### config.mk
export PLATFORM = sky130hd
export DESIGN_NAME = cordic_cos_pipeline
export DESIGN_NICKNAME = d
export VERILOG_FILES = /design/src/rtl/cordic_pkg.sv /design/src/rtl/cordic_iter.sv /design/src/rtl/cordic_cos_pipeline.sv
export SDC_FILE = /design/constraint.sdc
export NUM_CORES = 2
export LEC_CHECK = 0
export ABC_AREA = 0
export BUFFER_PORTS_ARGS = -buffer_cell sky130_fd_sc_hd__buf_2
export CAP_MARGIN = 0
export CORE_ASPECT_RATIO = 0.75
export CORE_UTILIZATION = 25
export DETAILED_ROUTE_END_ITERATION = 12
export GPL_ROUTABILITY_DRIVEN = 0
export PLACE_DENSITY_LB_ADDON = 0.05
export SYNTH_ARGS = -nofsm -noshare
export SYNTH_HDL_FRONTEND = slang
export SYNTH_HIERARCHICAL = 1
export SYNTH_SLANG_ARGS = --single-unit
### constraint.sdc
create_clock -name clk -period 7.9 [get_ports clk]
set_clock_uncertainty 0.15 [all_clocks]
set_input_delay 1.58 -clock clk [delete_from_list [all_inputs] [get_ports clk]]
set_output_delay 1.58 -clock clk [all_outputs]
set_load 0.01 [all_outputs]
### src/rtl/cordic_pkg.sv
// Shared fixed-point types and constants for the CORDIC cosine pipeline.
// Angles and coordinates are signed Q2.20.
package cordic_pkg;

    localparam int unsigned FIX_W  = 22;
    localparam int unsigned FRAC_W = 20;
    localparam int unsigned ATAN_N = 20;

    typedef logic signed [FIX_W-1:0] fix_t;

    localparam fix_t K_INIT  = 22'sd636751;
    localparam fix_t ONE_FIX = 22'sd1048576;

    // round(atan(2^-i) * 2^20)
    localparam fix_t ATAN_TABLE [ATAN_N] = '{
        22'sd823550, 22'sd486170, 22'sd256879, 22'sd130396,
        22'sd65451,  22'sd32757,  22'sd16383,  22'sd8192,
        22'sd4096,   22'sd2048,   22'sd1024,   22'sd512,
        22'sd256,    22'sd128,    22'sd64,     22'sd32,
        22'sd16,     22'sd8,      22'sd4,      22'sd2
    };

    function automatic fix_t atan_at(input int unsigned idx);
        return (idx < ATAN_N) ? ATAN_TABLE[5'(idx)] : '0;
    endfunction

endpackage

### src/rtl/cordic_iter.sv
// One registered rotation-mode CORDIC iteration; SHIFT selects the
// micro-rotation angle atan(2^-SHIFT).
module cordic_iter
    import cordic_pkg::*;
#(
    parameter int unsigned SHIFT = 0
) (
    input  logic clk,
    input  logic rst_n,
    input  fix_t i_x,
    input  fix_t i_y,
    input  fix_t i_z,
    input  logic i_valid,
    output fix_t o_x,
    output fix_t o_y,
    output fix_t o_z,
    output logic o_valid
);

    localparam fix_t ATAN_I = atan_at(SHIFT);

    fix_t w_x_sh;
    fix_t w_y_sh;
    logic w_pos;

    fix_t r_x;
    fix_t r_y;
    fix_t r_z;
    logic r_valid;

    assign w_x_sh = i_x >>> SHIFT;
    assign w_y_sh = i_y >>> SHIFT;
    assign w_pos  = ~i_z[FIX_W-1];

    // Rotate toward z = 0; d = +1 when the residual angle is non-negative
    always_ff @(posedge clk or negedge rst_n) begin
        if (!rst_n) begin
            r_x     <= '0;
            r_y     <= '0;
            r_z     <= '0;
            r_valid <= 1'b0;
        end else begin
            r_x     <= w_pos ? (i_x - w_y_sh) : (i_x + w_y_sh);
            r_y     <= w_pos ? (i_y + w_x_sh) : (i_y - w_x_sh);
            r_z     <= w_pos ? (i_z - ATAN_I) : (i_z + ATAN_I);
            r_valid <= i_valid;
        end
    end

    assign o_x     = r_x;
    assign o_y     = r_y;
    assign o_z     = r_z;
    assign o_valid = r_valid;

endmodule

### src/rtl/cordic_cos_pipeline.sv
// Fully pipelined single-precision cosine: float->Q2.20, NUM_STAGES CORDIC
// iterations, Q2.20->float. Latency NUM_STAGES+2, one operand per clock.
module cordic_cos_pipeline
    import cordic_pkg::*;
#(
    parameter int unsigned NUM_STAGES = 16
) (
    input  logic        clk,
    input  logic        rst_n,
    input  logic        in_valid,
    input  logic [31:0] float_in,
    output logic        out_valid,
    output logic [31:0] float_out
);

    localparam logic [7:0] EXP_ONE    = 8'd127;
    localparam logic [7:0] EXP_MIN    = 8'd107;
    localparam logic [7:0] EXP_SHBASE = 8'd130;
    localparam logic [7:0] EXP_OUTLSB = 8'd107;

    logic        w_in_sign;
    logic [7:0]  w_in_exp;
    logic [22:0] w_in_man;
    logic        w_in_nan;
    fix_t        w_in_mag;
    fix_t        w_in_angle;

    fix_t        r_angle;
    logic        r_valid0;

    fix_t        w_x [NUM_STAGES+1];
    fix_t        w_y [NUM_STAGES+1];
    fix_t        w_z [NUM_STAGES+1];
    logic        w_v [NUM_STAGES+1];

    fix_t        w_xf;
    logic        w_xf_nonpos;
    logic [4:0]  w_msb;
    logic [FRAC_W:0] w_norm;
    logic [31:0] w_float;
    logic [2*FIX_W-1:0] w_unused_yz;

    logic [31:0] r_float_out;
    logic        r_out_valid;

    assign w_in_sign = float_in[31];
    assign w_in_exp  = float_in[30:23];
    assign w_in_man  = float_in[22:0];
    assign w_in_nan  = (w_in_exp == 8'hFF) && (w_in_man != '0);

    // |x| >= 1.0, Inf and NaN saturate; tiny exponents and denormals flush to 0
    always_comb begin
        w_in_mag = '0;
        if (w_in_exp >= EXP_ONE) begin
            w_in_mag = ONE_FIX;
        end else if (w_in_exp >= EXP_MIN) begin
            w_in_mag = FIX_W'({1'b1, w_in_man} >> (EXP_SHBASE - w_in_exp));
        end
        w_in_angle = (w_in_sign && !w_in_nan) ? -w_in_mag : w_in_mag;
    end

    always_ff @(posedge clk or negedge rst_n) begin
        if (!rst_n) begin
            r_angle  <= '0;
            r_valid0 <= 1'b0;
        end else begin
            r_angle  <= w_in_angle;
            r_valid0 <= in_valid;
        end
    end

    assign w_x[0] = K_INIT;
    assign w_y[0] = '0;
    assign w_z[0] = r_angle;
    assign w_v[0] = r_valid0;

    for (genvar g = 0; g < NUM_STAGES; g++) begin : g_iter
        cordic_iter #(
            .SHIFT (g)
        ) u_iter (
            .clk     (clk),
            .rst_n   (rst_n),
            .i_x     (w_x[g]),
            .i_y     (w_y[g]),
            .i_z     (w_z[g]),
            .i_valid (w_v[g]),
            .o_x     (w_x[g+1]),
            .o_y     (w_y[g+1]),
            .o_z     (w_z[g+1]),
            .o_valid (w_v[g+1])
        );
    end

    // Final sine and residual angle are not needed downstream
    assign w_unused_yz = {w_y[NUM_STAGES], w_z[NUM_STAGES]};

    assign w_xf        = w_x[NUM_STAGES];
    assign w_xf_nonpos = w_xf[FIX_W-1] || (w_xf == '0);

    always_comb begin
        w_msb = '0;
        for (int i = 0; i <= int'(FRAC_W); i++) begin
            if (w_xf[i]) begin
                w_msb = 5'(i);
            end
        end
    end

    // Leading one lands on bit FRAC_W; bits below it form the truncated mantissa
    assign w_norm  = w_xf[FRAC_W:0] << (5'(FRAC_W) - w_msb);
    assign w_float = w_xf_nonpos ? 32'h0
                   : {1'b0, 8'(EXP_OUTLSB + {3'b000, w_msb}), w_norm[FRAC_W-1:0], 3'b000};

    always_ff @(posedge clk or negedge rst_n) begin
        if (!rst_n) begin
            r_float_out <= '0;
            r_out_valid <= 1'b0;
        end else begin
            r_float_out <= w_float;
            r_out_valid <= w_v[NUM_STAGES];
        end
    end

    assign float_out = r_float_out;
    assign out_valid = r_out_valid;

endmodule

==> flow_metrics.env <==
export IMPL_h_tree_depth=4
export IMPL_slew_viol_final=0
export IMPL_antenna_found_initial=10
export IMPL_postSynthCellCount=9107
export IMPL_via_count=66900
export IMPL_fp_dieH_um=501
export IMPL_rr_endpoint="float_out[22]$_DFF_PN0_"
export IMPL_cp_end_kind="flop"
export IMPL_synth_area_per_cell_um2=9.10
export IMPL_min_path_cells=0
export IMPL_grt_use_total=0.157
export IMPL_wire_per_inst_um=19.3
export IMPL_hp_start="g_iter[2].u_iter/o_z[1]$_DFF_PN0_"
export IMPL_status="finished, final reports clean"
export IMPL_yosysWarnings=6
export IMPL_finalSetupTns_ps=0
export IMPL_grt_pass1_wl_mm=413
export IMPL_core_area_um2=329000
export IMPL_r2r_start="g_iter[15].u_iter/o_x[9]$_DFF_PN0_"
export IMPL_period_minus_slack_ps=5400
export IMPL_worstSetupPathType="flop to flop"
export IMPL_die_x_um=667
export IMPL_drc=0
export IMPL_min_period_over_period=0.683
export IMPL_overflow=0
export IMPL_setup_violations=0
export IMPL_dieArea_um2=334000
export IMPL_cts_hold_buf=0
export IMPL_required_ps=8420
export IMPL_drt_wl_total_mm=267
export IMPL_clock_sinks=995
export IMPL_drive_gt1_frac=0.0648
export IMPL_ctsResizeCount=0
export IMPL_cts_tree="yes"
export IMPL_path_clk_slew_ps=60
export IMPL_grt_max_degree=167
export IMPL_cts_buffers=141
export IMPL_post_cts_buffers=0
export IMPL_row_count=182
export IMPL_hold_viol=0
export IMPL_start_util=0.252
export IMPL_rr_worst_depth=11
export IMPL_max_cap_violations=0
export IMPL_rsz0062_at_grt="false"
export IMPL_fmax_mhz=185
export IMPL_post_route_util=0.284
export IMPL_dp_hpwl_mm=214
export IMPL_grt_pass1_vias=66389
export IMPL_path_max_fanout=18
export IMPL_worst_pin_slew_ps=1200
export IMPL_worstSetupStartpointType="flop"
export IMPL_relSlewSlack=0.194
export IMPL_clock_path_buffers=4
export IMPL_rrSetupSlack_ps=2500
export IMPL_ctsRootBufferMaster="clkbuf_16"
export IMPL_drt_iter0_markers=4514
export IMPL_whs_endpoint="g_iter[3].u_iter/o_z[1]$_DFF_PN0_"
export IMPL_holdCritPathClass="flop to flop"
export IMPL_ant_nets=0
export IMPL_ioPinCount=68
export IMPL_arrival_ps=5920
export IMPL_insertion_delay_ps=820
export IMPL_synthToLayoutAreaGrowth_pct=12.7
export IMPL_syn_cell_area_um2=82900
export IMPL_vias_per_cell=4.85
export IMPL_layout_nets=10364
export IMPL_dr_pass1_iters=6
export IMPL_port_buffers=63
-- cells in the final DEF (no fill, tap or decap), types with 25 or more instances in the layout --
cell,n
conb_1,137
nand4_1,102
xor2_1,397
o31a_1,29
inv_1,448
a221oi_1,25
nor2_1,715
o21a_1,121
mux2i_1,93
nand3_1,147
o21bai_1,115
o21ai_1,48
clkbuf_16,145
o211ai_1,50
ha_1,1005
and3_1,73
or3_1,41
buf_4,40
a211oi_1,107
dfrtp_1,988
and2_1,46
a211o_1,27
a21boi_0,29
mux2_2,45
o21ai_0,429
nor4_1,56
a21o_1,367
o31ai_1,38
a31oi_1,110
a21oi_1,962
xnor2_1,703
nor2b_1,102
fa_1,46
nand2b_1,99
buf_2,62
a311oi_1,28
nand2_1,499
nor3_1,226
-- layer usage --
| layer | track usage | up-vias | part of all wire |
|---|---|---|---|
| li1 | - | 33308 | - |
| met1 | 0.262 | 32232 | 0.57 |
| met2 | 0.208 | 1104 | 0.37 |
| met3 | 0.0206 | 254 | 0.042 |
| met4 | 0.0273 | 2 | 0.016 |
| met5 | 0 | - | 0.000049 |
-- final cells by class --
cell class	instances	area, um2
Clock inverter	52	751
Sequential cell	995	24900
Multi-Input combinational cell	7580	55700
Inverter	452	1700
Tap cell	4416	5530
Timing Repair Buffer	108	726
Clock buffer	185	3980
Antenna cell	10	25.0
Fill cell	34936	235000
-- worst max-delay path: stages (launching register included) --
cell      delay, ps
dfrtp_1         510
nor2_1           70
a221oi_1        240
o21ai_0         140
a21oi_1         250
o21a_1          680
clkinv_1        710
ha_1           1000
inv_1           510
mux4_2          410
a211oi_1        420
o32ai_1         160
-- worst max-delay path by stage --
stage,startpoint,endpoint,cells past startpoint
floorplan,float_in[23],r_angle[20]$_DFF_PN0_,14
global placement,float_in[24],r_angle[12]$_DFF_PN0_,13
detailed placement,float_in[24],r_angle[20]$_DFF_PN0_,13
CTS,g_iter[15].u_iter/o_x[11]$_DFF_PN0_,float_out[22]$_DFF_PN0_,11
global route,g_iter[15].u_iter/o_x[11]$_DFF_PN0_,float_out[13]$_DFF_PN0_,12
finish,g_iter[15].u_iter/o_x[9]$_DFF_PN0_,float_out[22]$_DFF_PN0_,11
-- state kept, by name (all words and copies together) (netlist names) --
signal and cells:
float_out 28, g_iter.u_iter/o_valid 16, g_iter.u_iter/o_x 351, g_iter.u_iter/o_y 315
g_iter.u_iter/o_z 261, out_valid 1, r_angle 22, r_valid0 1
-- metrics by stage --
stage          hold slack, ps  setup slack [ps]  instances  instance area, um2
6_report                  191              2500      13798               93400
3_5_place_dp              186              2020      13551               88600
4_1_cts                   198              2540      13788               93300
3_3_place_gp              185              2020      13551               88600
2_1_floorplan             181              3180       9242               83400
5_1_grt                   202              2090      13789               93300
Power is left out: the tool's default activity adds up to more than one toggle a clock period on the data nets, which glitch-free logic cannot reach.
